$ cat src/rtl/seg_display_reader.sv
// seg_display_reader
//   Recovers BCD digits from a multiplexed, active-low 7-segment display bus.
//   Each digit strobe dwell that stays stable and well-formed for
//   STABLE_CYCLES samples is decoded once into a shadow slot. When every
//   digit has been seen, the shadow is published on bcd_out/digit_err with a
//   one-cycle frame_valid pulse.
//
// Ports
//   clk          rising-edge clock
//   rst_n        synchronous active-low reset
//   seg_in       active-low segments, bit 6 = a ... bit 0 = g
//   digit_sel    active-low one-hot digit strobe, bit i = digit i
//   bcd_out      recovered digits, nibble i = digit i (blank = F, unknown = E)
//   digit_err    per-digit flag: last captured pattern was unrecognized
//   frame_valid  one-cycle pulse when bcd_out/digit_err take a complete frame
//   frame_err    OR of digit_err for the frame, meaningful with frame_valid
module seg_display_reader #(
  parameter int NUM_DIGITS    = 6,
  parameter int STABLE_CYCLES = 4
) (
  input  logic                    clk,
  input  logic                    rst_n,
  input  logic [6:0]              seg_in,
  input  logic [NUM_DIGITS-1:0]   digit_sel,
  output logic [4*NUM_DIGITS-1:0] bcd_out,
  output logic [NUM_DIGITS-1:0]   digit_err,
  output logic                    frame_valid,
  output logic                    frame_err
);

  localparam logic [3:0] CNT_MAX = 4'(STABLE_CYCLES - 1);

  logic [6:0]            seg_q;
  logic [6:0]            seg_prev;
  logic [NUM_DIGITS-1:0] sel_q;
  logic [NUM_DIGITS-1:0] sel_prev;
  logic [3:0]            stable_cnt;
  logic [3:0]            stable_cnt_next;
  logic                  captured;
  logic                  capture;
  logic                  well_formed;
  logic                  same_sample;
  logic [3:0]            dec_nib;
  logic                  dec_err;
  logic [3:0]            shadow_nib [NUM_DIGITS];
  logic [NUM_DIGITS-1:0] shadow_err;
  logic [NUM_DIGITS-1:0] seen;
  logic [NUM_DIGITS-1:0] seen_next;
  logic                  frame_pend;

  always_comb begin
    well_formed = $onehot(~sel_q);
    same_sample = (seg_q == seg_prev) && (sel_q == sel_prev);

    stable_cnt_next = 4'd0;
    if (well_formed && same_sample) begin
      if (stable_cnt == CNT_MAX) stable_cnt_next = CNT_MAX;
      else                       stable_cnt_next = stable_cnt + 4'd1;
    end

    // The dwell flag blocks a second capture while the counter sits saturated.
    capture = well_formed && (stable_cnt_next == CNT_MAX) && !captured;

    // Publishing a frame empties the mask on the same edge; a capture on that
    // edge (not reachable with STABLE_CYCLES >= 2) would still be kept.
    seen_next = (frame_pend ? '0 : seen) | (capture ? ~sel_q : '0);
  end

  always_comb begin
    dec_err = 1'b0;
    dec_nib = 4'hE;
    case (seg_q)
      7'b0000001: dec_nib = 4'd0;
      7'b1001111: dec_nib = 4'd1;
      7'b0010010: dec_nib = 4'd2;
      7'b0000110: dec_nib = 4'd3;
      7'b1001100: dec_nib = 4'd4;
      7'b0100100: dec_nib = 4'd5;
      7'b0100000: dec_nib = 4'd6;
      7'b0001111: dec_nib = 4'd7;
      7'b0000000: dec_nib = 4'd8;
      7'b0000100: dec_nib = 4'd9;
      7'b1111111: dec_nib = 4'hF;
      default:    dec_err = 1'b1;
    endcase
  end

  always_ff @(posedge clk) begin
    if (!rst_n) begin
      seg_q       <= '0;
      seg_prev    <= '0;
      sel_q       <= '0;
      sel_prev    <= '0;
      stable_cnt  <= '0;
      captured    <= 1'b0;
      seen        <= '0;
      frame_pend  <= 1'b0;
      shadow_err  <= '0;
      bcd_out     <= '1;
      digit_err   <= '0;
      frame_valid <= 1'b0;
      frame_err   <= 1'b0;
      for (int i = 0; i < NUM_DIGITS; i++) shadow_nib[i] <= 4'hF;
    end else begin
      seg_q      <= seg_in;
      sel_q      <= digit_sel;
      seg_prev   <= seg_q;
      sel_prev   <= sel_q;
      stable_cnt <= stable_cnt_next;

      if (stable_cnt_next == 4'd0) captured <= 1'b0;
      else if (capture)            captured <= 1'b1;

      for (int i = 0; i < NUM_DIGITS; i++) begin
        if (capture && !sel_q[i]) begin
          shadow_nib[i] <= dec_nib;
          shadow_err[i] <= dec_err;
        end
      end

      seen        <= seen_next;
      frame_pend  <= capture && (&seen_next);
      frame_valid <= frame_pend;
      frame_err   <= frame_pend && (|shadow_err);

      if (frame_pend) begin
        for (int i = 0; i < NUM_DIGITS; i++) bcd_out[4*i +: 4] <= shadow_nib[i];
        digit_err <= shadow_err;
      end
    end
  end

endmodule

$ cat config.mk
export PLATFORM = sky130hd
export DESIGN_NAME = seg_display_reader
export DESIGN_NICKNAME = d
export VERILOG_FILES = /design/src/rtl/seg_display_reader.sv
export SDC_FILE = /design/constraint.sdc
export NUM_CORES = 1
export LEC_CHECK = 0
export BUFFER_PORTS_ARGS = -buffer_cell sky130_fd_sc_hd__buf_2
export CORE_AREA = 3 3 71 106
export DETAILED_ROUTE_END_ITERATION = 12
export DIE_AREA = 0 0 74 109
export PLACE_DENSITY = 0.81
export SLEW_MARGIN = 20
export SYNTH_ARGS = -nofsm -noshare
export SYNTH_HDL_FRONTEND = slang
export SYNTH_SLANG_ARGS = --single-unit
$ cat constraint.sdc
create_clock -name clk -period 6.1 [get_ports clk]
set_input_delay 1.525 -clock clk [delete_from_list [all_inputs] [get_ports clk]]
set_output_delay 1.525 -clock clk [all_outputs]
set_load 0.01 [all_outputs]
### Yosys cells after proc, flatten, opt, wreduce, memory -nomap -nowiden

Memory sizes are Yosys's and may differ from the RTL's. A register that Yosys moved wholly into a read port is not among the register bits.
Cells that the tools add are included.

* equal/unequal tests: 15
* add/sub/neg operators: 6
* bitwise logic cells: 9
* muxes and demuxes: 31
* reduce and logical (&&, ||, !) cells: 31

Operator list (count)
* $pmux 4 s11: 1
* $mux 4: 8
* $eq 7x7->1 const B: 3
* $mux 1: 20
* $eq 7x3->1 const B: 2
* $eq 7x6->1 const B: 2
* $logic_not 1->1: 13
* $logic_and 1x1->1: 12
* $mux 6: 2
* $reduce_or 11->1: 1
* $eq 4x2->1 const B: 2
* $eq 7x1->1 const B: 1
* $eq 7x4->1 const B: 1
* $eq 7x5->1 const B: 1
* $eq 7x7->1: 1
* $logic_not 7->1: 1
* $add 1x1->2: 3
* $eq 6x6->1: 1
* $not 6->6: 1
* $or 1x1->1: 6
* $or 6x6->6: 1
* $reduce_and 6->1: 1
* $reduce_or 6->1: 1
* $add 4x1->4 const B: 1
* 6 further kinds: 6

* logic and storage cells: 110
* memories kept: 1
* bits in registers: 52
* bits in writable memories: 24

Memories
* shadow_nib: words 6, width 4, read ports 6, clocked after Yosys merged registers in 6, wr ports 6, RTL line 45 `logic [3:0] shadow_nib [NUM_DIGITS];`

### Longest topological paths before layout

* depth after elaboration: 15
* gate-level depth with buffers: 11
* mapped depth without buffers: 9

### Worst setup path after synthesis

Ideal clock, no wire load.

* path kind: flip-flop to flip-flop
* start point: reg sel_q[0]
* end point: mem shadow_nib[0][0] (data pin)
* cell stages (with the launch flop): 11
* clock period less this slack: 3463 ps
* required time: 5828 ps
* setup slack: 2637 ps
* path buffers: 1
* arrival: 3191 ps
* setup time: 272 ps
* path through: dfxtp_1 -> fa_1 -> inv_1 -> fa_1 -> ha_1 -> fa_1 -> nor4b_2 -> and4_1 -> buf_4 -> nand3_4 -> or4_1

RTL lines
* from (decl): RTL line 35 `logic [NUM_DIGITS-1:0] sel_q;`
* from (signal assigned): RTL line 106 `sel_q <= digit_sel;`
* to (decl): RTL line 45

==> results.json <==
{
  "timing.hold.ws_ns": 0.4627,
  "final_layout_size_suffix_gt1_frac": 0.1715,
  "fill_cells": 514,
  "yosysTopAreaCellShare": 0.3760,
  "cap_violations": 0,
  "relSlewSlack": 0.3057,
  "dp.cells": 473,
  "die_area_um2": 8066,
  "final_nets": 429,
  "hold_viol": 0,
  "slew_violations": 0,
  "cts_resized": 0,
  "netlist_area_um2": 4046,
  "hold_start": "captured",
  "seq_area_frac_synth": 0.5541,
  "crit_required_ns": 6.20,
  "start_util": 0.6111,
  "drt_iter0_drc": 110,
  "cts_buffers": 9,
  "place_hpwl_um": 5329,
  "worstSetupPathType": "reg -> reg",
  "wl_per_cell_um": 15.19,
  "synth_cells": 374,
  "synth-edff-count": 24,
  "grt_pass1_vias": 2686,
  "multiInputGateArea_um2": 1652,
  "worst-path-buf-inv": 1,
  "clk_pin_slew_worst_paths_ns": 0.08,
  "finalSetupViolations": 0,
  "cts_root_buf": "clkbuf_8",
  "viasPerCell": 5.594,
  "ctsHoldBuffers": 0,
  "rsz0062_at_grt": "no",
  "die_w_um": 74,
  "min_period_ns": 3.808,
  "rows": 36,
  "ys_ff_latch": 100,
  "crit_path_frequent_cell": "fa_1",
  "crit_arrival_ns": 3.91,
  "drc": 0,
  "tightest_slew_ns": 1.041,
  "gp_congestion": 0.8915,
  "avgSynthCellArea_um2": 10.82,
  "fmax_ghz": 0.2626,
  "clock_skew_ns": 0.005163,
  "total_leakage_power_nw": 1.623,
  "grt_max_degree": 68,
  "clock_path_buffers": 2,
  "layout.cells.non_filler": 490,
  "ir_drop_uv": 143.4,
  "cts_tree": "done",
  "worstHoldPathType": "reg -> reg",
  "port_buffers": 46,
  "synth_flop_cell": "dfxtp_1",
  "r2r_start": "sel_q[0]",
  "chipHeight_um": 109,
  "critPathTopFamily": "adder cells",
  "ioPinCount": 47,
  "path_cells": "fa_1 -> inv_1 -> fa_1 -> ha_1 -> fa_1 -> nor4b_2 -> and4_1 -> nand4_1 -> or3_1",
  "htreeDepth": 3,
  "dpl_worst_slack_ns": 2.281,
  "worstSetupStartpoint": "sel_q[0]",
  "synth.net_count": 394,
  "vias": 2741,
  "power_mw": 1.151,
  "synth_top_area_cell": "dfxtp_1",
  "slowest_delay_ns": 0.54,
  "routed_wirelength_um": 7441,
  "layout_commonest_cell": "dfxtp_1",
  "grt_antenna_before_repair": 0,
  "cp-end-kind": "flop",
  "cts_setup_buffers": 0,
  "cts.sinks": 100,
  "power_density_nw_per_um2": 257.3,
  "core_area_um2": 6621,
  "antennaDiodeCount": 0,
  "outcome": "finished clean",
  "ys_async_sr_fraction": 0,
  "area_growth_pct": 10.58,
  "drtAntennaViolNets": 0,
  "setup_tns_ns": 0,
  "fin_crit_sh": 0.6243,
  "layout_common_cells": "75 x dfxtp_1, 46 x buf_2, 43 x nand2_1",
  "crit_slowest_cell": "dfxtp_1",
  "grt_pass1_wl_um": 12450,
  "path_max_fanout": 10,
  "fin_ws_ns": 2.292,
  "synth_warnings": 0,
  "synth_cell_types": 48,
  "dr.pass1.iters": 4,
  "start_kind": "flop",
  "grtUsageTotal": 0.2039,
  "ff_latch_area_um2": 2243,
  "synthTopCellsByArea": "dfxtp_1 38%, edfxtp_1 18%, mux2i_1 8.9%, nand2_1 4.0%, and2_1 3.9%",
  "insertion_delay_ns": 0.35,
  "grt_overflow_total": 0
}
==> synth_stat cells, types with 3 or more instances <==
cell type,n
a21oi_1,8
and2_1,25
and3_1,3
and4_1,4
buf_1,4
buf_6,3
clkbuf_1,13
dfxtp_1,76
edfxtp_1,24
fa_1,3
inv_1,10
mux2i_1,36
nand2_1,43
nand2b_1,10
nand3_1,6
nand4_1,5
nor2_1,19
nor2b_1,3
nor3_1,3
nor4_2,3
o21ai_0,3
o22ai_1,4
or3_1,12
or4_1,7
xor2_1,14
==> tightest hold or removal path, stage by stage, from the launching register on <==
cell,delay [ns]
dfxtp_1,0.32
inv_1,0.05
a211oi_1,0.05
==> layer usage <==
layer | global-route usage | vias to the layer above | part of all wire
li1 | - | 1356 | -
met1 | 0.2287 | 1275 | 0.39
met2 | 0.3426 | 81 | 0.52
met3 | 0.04244 | 29 | 0.044
met4 | 0.1321 | 0 | 0.045
met5 | 0 | - | 0
==> registers in the layout, summed over array words and instances (netlist names) <==
register     flops
seg_q            7
sel_prev         6
digit_err        6
frame_valid      1
seg_prev         7
sel_q            6
bcd_out         24
stable_cnt       4
shadow_err       6
shadow_nib      24
frame_pend       1
frame_err        1
seen             6
captured         1
==> cell type report <==
class / count / area share
clock buffer: 12 / 0.03719
clock inverter: 4 / 0.005034
inverter: 10 / 0.008389
multi-input combinational: 241 / 0.3691
sequential: 100 / 0.5014
tap: 76 / 0.02125
timing repair buffer: 47 / 0.05761
==> path summary, 6_finish.rpt <==
path,cells after the start,slack (ns),end
worst min register to register,2,0.46,captured
worst max-delay path,9,2.29,shadow_nib[2][3]
worst min-delay path,2,0.46,captured
worst max register to register,9,2.29,shadow_nib[2][3]
==> cell families (layout without fill, tap and decap cells) <==
family                     count (synthesis)  after routing  synth area share
and+or+nand+nor                          160            160            0.2267
AOI/OAI and AO/OA                         23             23           0.03370
adders and majority gates                  6              6           0.02350
muxes                                     37             37           0.09184
DFF                                      100            100            0.5541
xor gates and xnor gates                  15             15           0.03247
buffers and inverters                     33             73           0.03773
==> power by group <==
part	leakage (nW)	internal, mW	switching, mW
Sequential	0.781	0.684	0.0124
Combinational	0.744	0.0263	0.0364
Clock	0.0973	0.182	0.210
Total	1.62	0.893	0.258
==> through the flow <==
stage / area, um2 / util
after global routing: 4474 / 0.6757
after floorplan: 4046 / -
final: 4474 / 0.6757
after global placement: 4258 / 0.6430
after CTS: 4447 / 0.6716
after detailed placement: 4258 / 0.6430
No activity file was read; power rests on OpenSTA's default activity.
